`src/rtl/cordic_vec.sv`:
```
// cordic_vec: iterative vectoring-mode CORDIC.
// Converts a Q2.16 Cartesian vector (x, y) into its angle atan2(y, x)
// (Q3.16 radians, saturated to +/-pi) and its magnitude (Q4.16, unsigned).
// One shared add/shift datapath performs ITER micro-rotations, one per clock.
//
// Build option:
//   CORDIC_VEC_GAIN_EN  defined   -> o_mag is compensated for the CORDIC gain
//                                    (x * 0.609375, same constant as the rotator)
//                       undefined -> o_mag is the raw x (gain ~1.6468)
module cordic_vec #(
  parameter int ITER = 16,  // micro-rotations, 1..16
  parameter int IW   = 20   // internal x/y width, >= 20
) (
  input  logic               i_clk,
  input  logic               i_nrst,
  input  logic signed [17:0] i_x,
  input  logic signed [17:0] i_y,
  input  logic               i_req,
  output logic signed [18:0] o_theta,
  output logic        [19:0] o_mag,
  output logic               o_busy,
  output logic               o_ack
);

  // Angle accumulator width: pre-rotation (pi/2) plus the sum of the
  // arctan table (~1.74 rad) stays well inside 20-bit signed Q3.16.
  localparam int ZW = 20;

  localparam logic signed [ZW-1:0] PI_Q16      = 20'sd205887;
  localparam logic signed [ZW-1:0] NEG_PI_Q16  = -20'sd205887;
  localparam logic signed [ZW-1:0] HALF_PI_Q16 = 20'sd102944;
  localparam logic        [3:0]    LAST        = 4'(ITER - 1);

  typedef enum logic [1:0] {
    S_IDLE,
    S_ITER,
    S_DONE
  } state_t;

  state_t                state;
  logic [3:0]            count;
  logic signed [IW-1:0]  x_r;
  logic signed [IW-1:0]  y_r;
  logic signed [ZW-1:0]  z_r;
  logic                  zero_r;

  logic signed [IW-1:0]  x_ext;
  logic signed [IW-1:0]  y_ext;
  logic signed [IW-1:0]  x0;
  logic signed [IW-1:0]  y0;
  logic signed [ZW-1:0]  z0;
  logic signed [IW-1:0]  x_sh;
  logic signed [IW-1:0]  y_sh;
  logic signed [18:0]    theta_sat;
  logic signed [IW-1:0]  mag_full;
  logic        [19:0]    mag_scaled;

  // Arctan table: round(atan(2^-i) * 2^16) in the rotator's radian scale.
  function automatic logic signed [ZW-1:0] atan_lut(input logic [3:0] i);
    case (i)
      4'd0:    atan_lut = 20'sd51472;
      4'd1:    atan_lut = 20'sd30386;
      4'd2:    atan_lut = 20'sd16055;
      4'd3:    atan_lut = 20'sd8150;
      4'd4:    atan_lut = 20'sd4091;
      4'd5:    atan_lut = 20'sd2047;
      4'd6:    atan_lut = 20'sd1024;
      4'd7:    atan_lut = 20'sd512;
      4'd8:    atan_lut = 20'sd256;
      4'd9:    atan_lut = 20'sd128;
      4'd10:   atan_lut = 20'sd64;
      4'd11:   atan_lut = 20'sd32;
      4'd12:   atan_lut = 20'sd16;
      4'd13:   atan_lut = 20'sd8;
      4'd14:   atan_lut = 20'sd4;
      default: atan_lut = 20'sd2;
    endcase
  endfunction

  // Quadrant pre-rotation: fold left-half-plane inputs into x >= 0 so the
  // micro-rotations only have to cover +/-pi/2. IW is wide enough that
  // negating -131072 cannot overflow.
  always_comb begin
    // NOTE: every output of a combinational block gets a default first so no
    // path leaves it unassigned; otherwise a latch is inferred.
    x_ext = {{(IW-18){i_x[17]}}, i_x};
    y_ext = {{(IW-18){i_y[17]}}, i_y};
    x0    = x_ext;
    y0    = y_ext;
    z0    = '0;
    if (i_x[17]) begin
      if (!i_y[17]) begin
        x0 = y_ext;
        y0 = -x_ext;
        z0 = HALF_PI_Q16;
      end else begin
        x0 = -y_ext;
        y0 = x_ext;
        z0 = -HALF_PI_Q16;
      end
    end
  end

  // Shared shifter: arithmetic shifts by the current iteration index.
  always_comb begin
    x_sh = x_r >>> count;
    y_sh = y_r >>> count;
  end

  // Clamp the accumulated angle to +/-pi before it leaves the block.
  always_comb begin
    theta_sat = z_r[18:0];
    if (z_r > PI_Q16) begin
      theta_sat = PI_Q16[18:0];
    end else if (z_r < NEG_PI_Q16) begin
      theta_sat = NEG_PI_Q16[18:0];
    end
  end

`ifdef CORDIC_VEC_GAIN_EN
  // Gain compensation: x * (1/2 + 1/16 + 1/32 + 1/64) = x * 0.609375.
  assign mag_full = (x_r >>> 1) + (x_r >>> 4) + (x_r >>> 5) + (x_r >>> 6);
`else
  // Raw magnitude carrying the CORDIC gain; fine for relative comparisons.
  assign mag_full = x_r;
`endif

  assign mag_scaled = mag_full[19:0];

  // Control FSM and datapath: capture, ITER micro-rotations, then publish.
  always_ff @(posedge i_clk or negedge i_nrst) begin
    // NOTE: the datapath registers are reset along with the control state, so
    // a reset mid-conversion leaves no stale vector behind.
    if (!i_nrst) begin
      state   <= S_IDLE;
      count   <= '0;
      x_r     <= '0;
      y_r     <= '0;
      z_r     <= '0;
      zero_r  <= 1'b0;
      o_theta <= '0;
      o_mag   <= '0;
      o_busy  <= 1'b0;
      o_ack   <= 1'b0;
    end else begin
      // NOTE: non-blocking assignments here, so x and y both update from their
      // pre-edge values exactly as the micro-rotation equations require.
      o_ack <= 1'b0;
      case (state)
        S_IDLE: begin
          if (i_req) begin
            x_r    <= x0;
            y_r    <= y0;
            z_r    <= z0;
            zero_r <= (i_x == '0) && (i_y == '0);
            count  <= '0;
            o_busy <= 1'b1;
            state  <= S_ITER;
          end
        end
        S_ITER: begin
          if (y_r[IW-1]) begin
            x_r <= x_r - y_sh;
            y_r <= y_r + x_sh;
            z_r <= z_r - atan_lut(count);
          end else begin
            x_r <= x_r + y_sh;
            y_r <= y_r - x_sh;
            z_r <= z_r + atan_lut(count);
          end
          count <= count + 4'd1;
          if (count == LAST) begin
            state <= S_DONE;
          end
        end
        S_DONE: begin
          o_theta <= zero_r ? '0 : theta_sat;
          o_mag   <= zero_r ? '0 : mag_scaled;
          o_ack   <= 1'b1;
          o_busy  <= 1'b0;
          state   <= S_IDLE;
        end
        default: state <= S_IDLE;
      endcase
    end
  end

endmodule

```
`config.mk`:
```
export PLATFORM = sky130hd
export DESIGN_NAME = cordic_vec
export DESIGN_NICKNAME = d
export VERILOG_FILES = /design/src/rtl/cordic_vec.sv
export SDC_FILE = /design/constraint.sdc
export NUM_CORES = 1
export LEC_CHECK = 0
export BUFFER_PORTS_ARGS = -buffer_cell sky130_fd_sc_hd__buf_2
export CORE_MARGIN = 2
export CORE_UTILIZATION = 53
export CTS_CLUSTER_DIAMETER = 30
export DETAILED_ROUTE_END_ITERATION = 10
export HOLD_SLACK_MARGIN = 0.15
export PLACE_DENSITY = 0.71
export REMOVE_ABC_BUFFERS = 1
export SLEW_MARGIN = 20
export SYNTH_ARGS = -nofsm -noshare
export SYNTH_HDL_FRONTEND = slang
export SYNTH_SLANG_ARGS = --single-unit
```
`constraint.sdc`:
```
create_clock -name i_clk -period 6.1 [get_ports i_clk]
set_clock_uncertainty 0.05 [all_clocks]
set_input_delay 0.61 -clock i_clk [delete_from_list [all_inputs] [get_ports i_clk]]
set_output_delay 0.61 -clock i_clk [all_outputs]
set_load 0.01 [all_outputs]
```
==> impl_metrics.env <==
export IMPL_finalSetupViolCount=0
export IMPL_nets=1572
export IMPL_cp_start_kind="register"
export IMPL_place_hpwl_um=25850
export IMPL_fmax_mhz=181.0
export IMPL_crit_fanout=31
export IMPL_drive_above_1_share=0.1348
export IMPL_drt_wl_total_um=34760
export IMPL_synthCells=1440
export IMPL_syn_area_um2=11850
export IMPL_fin_crit_ns=5.526
export IMPL_holdBufCountCts=0
export IMPL_grt_pass1_wl_um=56290
export IMPL_grt_max_degree=73
export IMPL_rsz0062_at_grt="no"
export IMPL_reg2reg_to="mag_full[19]$_DFFE_PN0P_"
export IMPL_dieWidth_um=153.6
export IMPL_tritoncts="built"
export IMPL_crit_path_start="count[1]$_DFFE_PN0P_"
export IMPL_drv_slew=0
export IMPL_ctsResizeCount=0
export IMPL_port_buffers=79
export IMPL_ys_flop_type="dfrtp_1"
export IMPL_critPathArrivalTime_ns=5.74
export IMPL_antenna_found_initial=0
export IMPL_area_growth_pct=6.787
export IMPL_relSlewSlack=0.3274
export IMPL_synthTopCellsByCount="nand2_1 (129), a21oi_1 (128), nor2_1 (124), o21ai_0 (120), dfrtp_1 (108)"
export IMPL_async_reset_ff_frac=1.000
export IMPL_crit_chain="buf_4 -> buf_4 -> nor2b_1 -> a21o_1 -> o211ai_1 -> or4_4 -> nor4_1 -> xnor2_1 -> o22ai_1 -> ha_1 -> a21o_1 -> a21o_1 -> nor4b_1 -> a21oi_1 -> a41oi_1 -> a21oi_1 -> xor2_1 -> o31ai_1 -> a31o_1"
export IMPL_setup_tns_ns=0
export IMPL_cts_path_max_buffers=2
export IMPL_postSynthAreaPerCell_um2=8.232
export IMPL_ys_seq_area_frac=0.2280
export IMPL_rrSetupSlack_ns=0.57
export IMPL_synth_edf_count=0
export IMPL_ys_types=73
export IMPL_grt_usage=0.2927
export IMPL_yosys_area_top_type="dfrtp_1"
export IMPL_ys_ff_latch=108
export IMPL_place_inst=1726
export IMPL_timing_final_crit_share=0.9059
export IMPL_cts_buffers=9
export IMPL_clk_latency_ns=0.37
export IMPL_post_drt_wl_per_cell_um=19.96
export IMPL_core_area_um2=21890
export IMPL_dieArea_um2=23580
export IMPL_vias=11350
export IMPL_r2r_start="count[1]$_DFFE_PN0P_"
export IMPL_io_pins=80
export IMPL_status="completed"
export IMPL_fillers=2062
export IMPL_end_kind="register"
export IMPL_die_h_um=153.6
export IMPL_drt_first_pass_iters=5
export IMPL_drcViolationCount=0
export IMPL_cts_root_buf="clkbuf_16"
export IMPL_tightest_slew_ns=0.9997
export IMPL_first_iter_violations=940
export IMPL_grt_overflow_total=0
export IMPL_grt_pass1_vias=10760
export IMPL_slowest_delay_ns=0.76
export IMPL_cts_setup_buffers=0
export IMPL_rows=54
export IMPL_worstPathRequired_ns=6.31
export IMPL_hold_viol_final=0
export IMPL_gp_congestion=0.9810
export IMPL_ant_nets=0
export IMPL_clkSinkCount=108
export IMPL_clk_pin_slew_ns=0.08
export IMPL_num_antenna_cells=0
export IMPL_yosys_cell_count_top_type="nand2_1"
export IMPL_slowest_stage="dfrtp_2"
export IMPL_synth_top_area_share=0.2280
export IMPL_critPathKind="reg2reg"
export IMPL_start_util=0.5415
export IMPL_synthTopCellsByArea="dfrtp_1 (23%), mux4_2 (8.2%), ha_1 (7.7%), a21oi_1 (5.4%), o21ai_0 (5.1%)"
export IMPL_drv_cap=0
export IMPL_hold_class="in2async"
export IMPL_critPathMostFrequentCell="a21o_1"
export IMPL_worst_r2r_cell_count=19
export IMPL_layout_cells_non_filler=1741
export IMPL_via_per_inst=6.519
export IMPL_yosys_warnings=0
export IMPL_cts_htree_levels=3
## cell type report
cell class / count / area, um2 / area share
timing repair buffer: 97 / 533.0 / 0.04211
multi-input combinational: 1202 / 8611 / 0.6802
sequential: 108 / 2709 / 0.2140
clock inverter: 6 / 83.83 / 0.006623
inverter: 39 / 146.4 / 0.01156
tap: 280 / 350.3 / 0.02768
clock buffer: 9 / 225.2 / 0.01779
## metrics by stage
stage	cell area (um2)	setup WS (ns)	util	hold WS, ns
2_1_floorplan	11440	-0.2926	-	0.2644
3_3_place_gp	12350	0.7700	0.5641	0.4062
3_5_place_dp	12350	0.6077	0.5641	0.4144
4_1_cts	12660	0.5975	0.5782	0.2589
5_1_grt	12660	0.1233	0.5782	0.2898
6_report	12660	0.5738	0.5782	0.2388
## per-layer routing
metal	part of all wire	global-route usage	vias up	wire length, um
met5	0	0	-	0
met4	0.056	0.1691	0	1948
met3	0.062	0.03777	104	2167
met2	0.47	0.4811	481	16400
met1	0.41	0.3717	5398	14250
li1	-	-	5367	-
## how the worst max path moves through the flow
stage,slack [ns],cells past startpoint,endpoint
after global routing,0.12,19,mag_full[19]$_DFFE_PN0P_
after global placement,0.77,19,mag_full[19]$_DFFE_PN0P_
final,0.57,19,mag_full[19]$_DFFE_PN0P_
after detailed placement,0.61,19,mag_full[19]$_DFFE_PN0P_
after floorplan,-0.29,18,z_r[19]$_DFFE_PN0P_
after CTS,0.60,19,mag_full[19]$_DFFE_PN0P_
## kinds of logic (layout without fill, tap and decap cells)
group / Yosys count / in the layout / synth area share
adder cells (fa/ha/maj): 76 / 76 / 0.08212
buffers and inverters: 130 / 151 / 0.04686
XOR/XNOR: 111 / 111 / 0.08201
multiplexers: 94 / 94 / 0.1265
AND/OR/NAND/NOR: 435 / 435 / 0.1760
AO/OA/AOI/OAI: 486 / 486 / 0.2586
flip-flops: 108 / 108 / 0.2280
## critical path, delay by kind of cell, from the launching register on
kind	cells	cell delay, ns
AO/OA/AOI/OAI	10	1.71
flip-flops	1	0.76
buffers and inverters	2	0.83
AND/OR/NAND/NOR	4	1.33
XOR/XNOR	2	0.34
adder cells (fa/ha/maj)	1	0.38
## registers in the layout, indices dropped and copies added (netlist names)
signal    cells
mag_full     20
o_mag        20
y_r          20
z_r          20
o_theta      19
count         4
state         2
o_ack         1
o_busy        1
zero_r        1
## cell usage in the layout, fill, tap and decap left out, types with 9 or more instances in the layout
cell / count
a21oi_1: 128
nand2_1: 128
nor2_1: 123
o21ai_0: 120
dfrtp_1: 103
buf_2: 78
ha_1: 73
a211oi_1: 69
xnor2_1: 56
xor2_1: 55
mux4_2: 43
inv_1: 37
mux2i_1: 35
nand2b_1: 34
a21o_1: 23
nand3_1: 22
nor3_1: 22
or3_1: 19
buf_4: 19
mux2_2: 16
a31oi_1: 16
and3_1: 16
o211ai_1: 15
o31ai_1: 14
nor2b_1: 14
o21a_1: 14
o21bai_1: 10
and2_1: 9
o22ai_1: 9
nor4_1: 9
clkbuf_16: 9
Power is left out: the tool's default activity adds up to more than one toggle a clock period on the data nets, which glitch-free logic cannot reach.
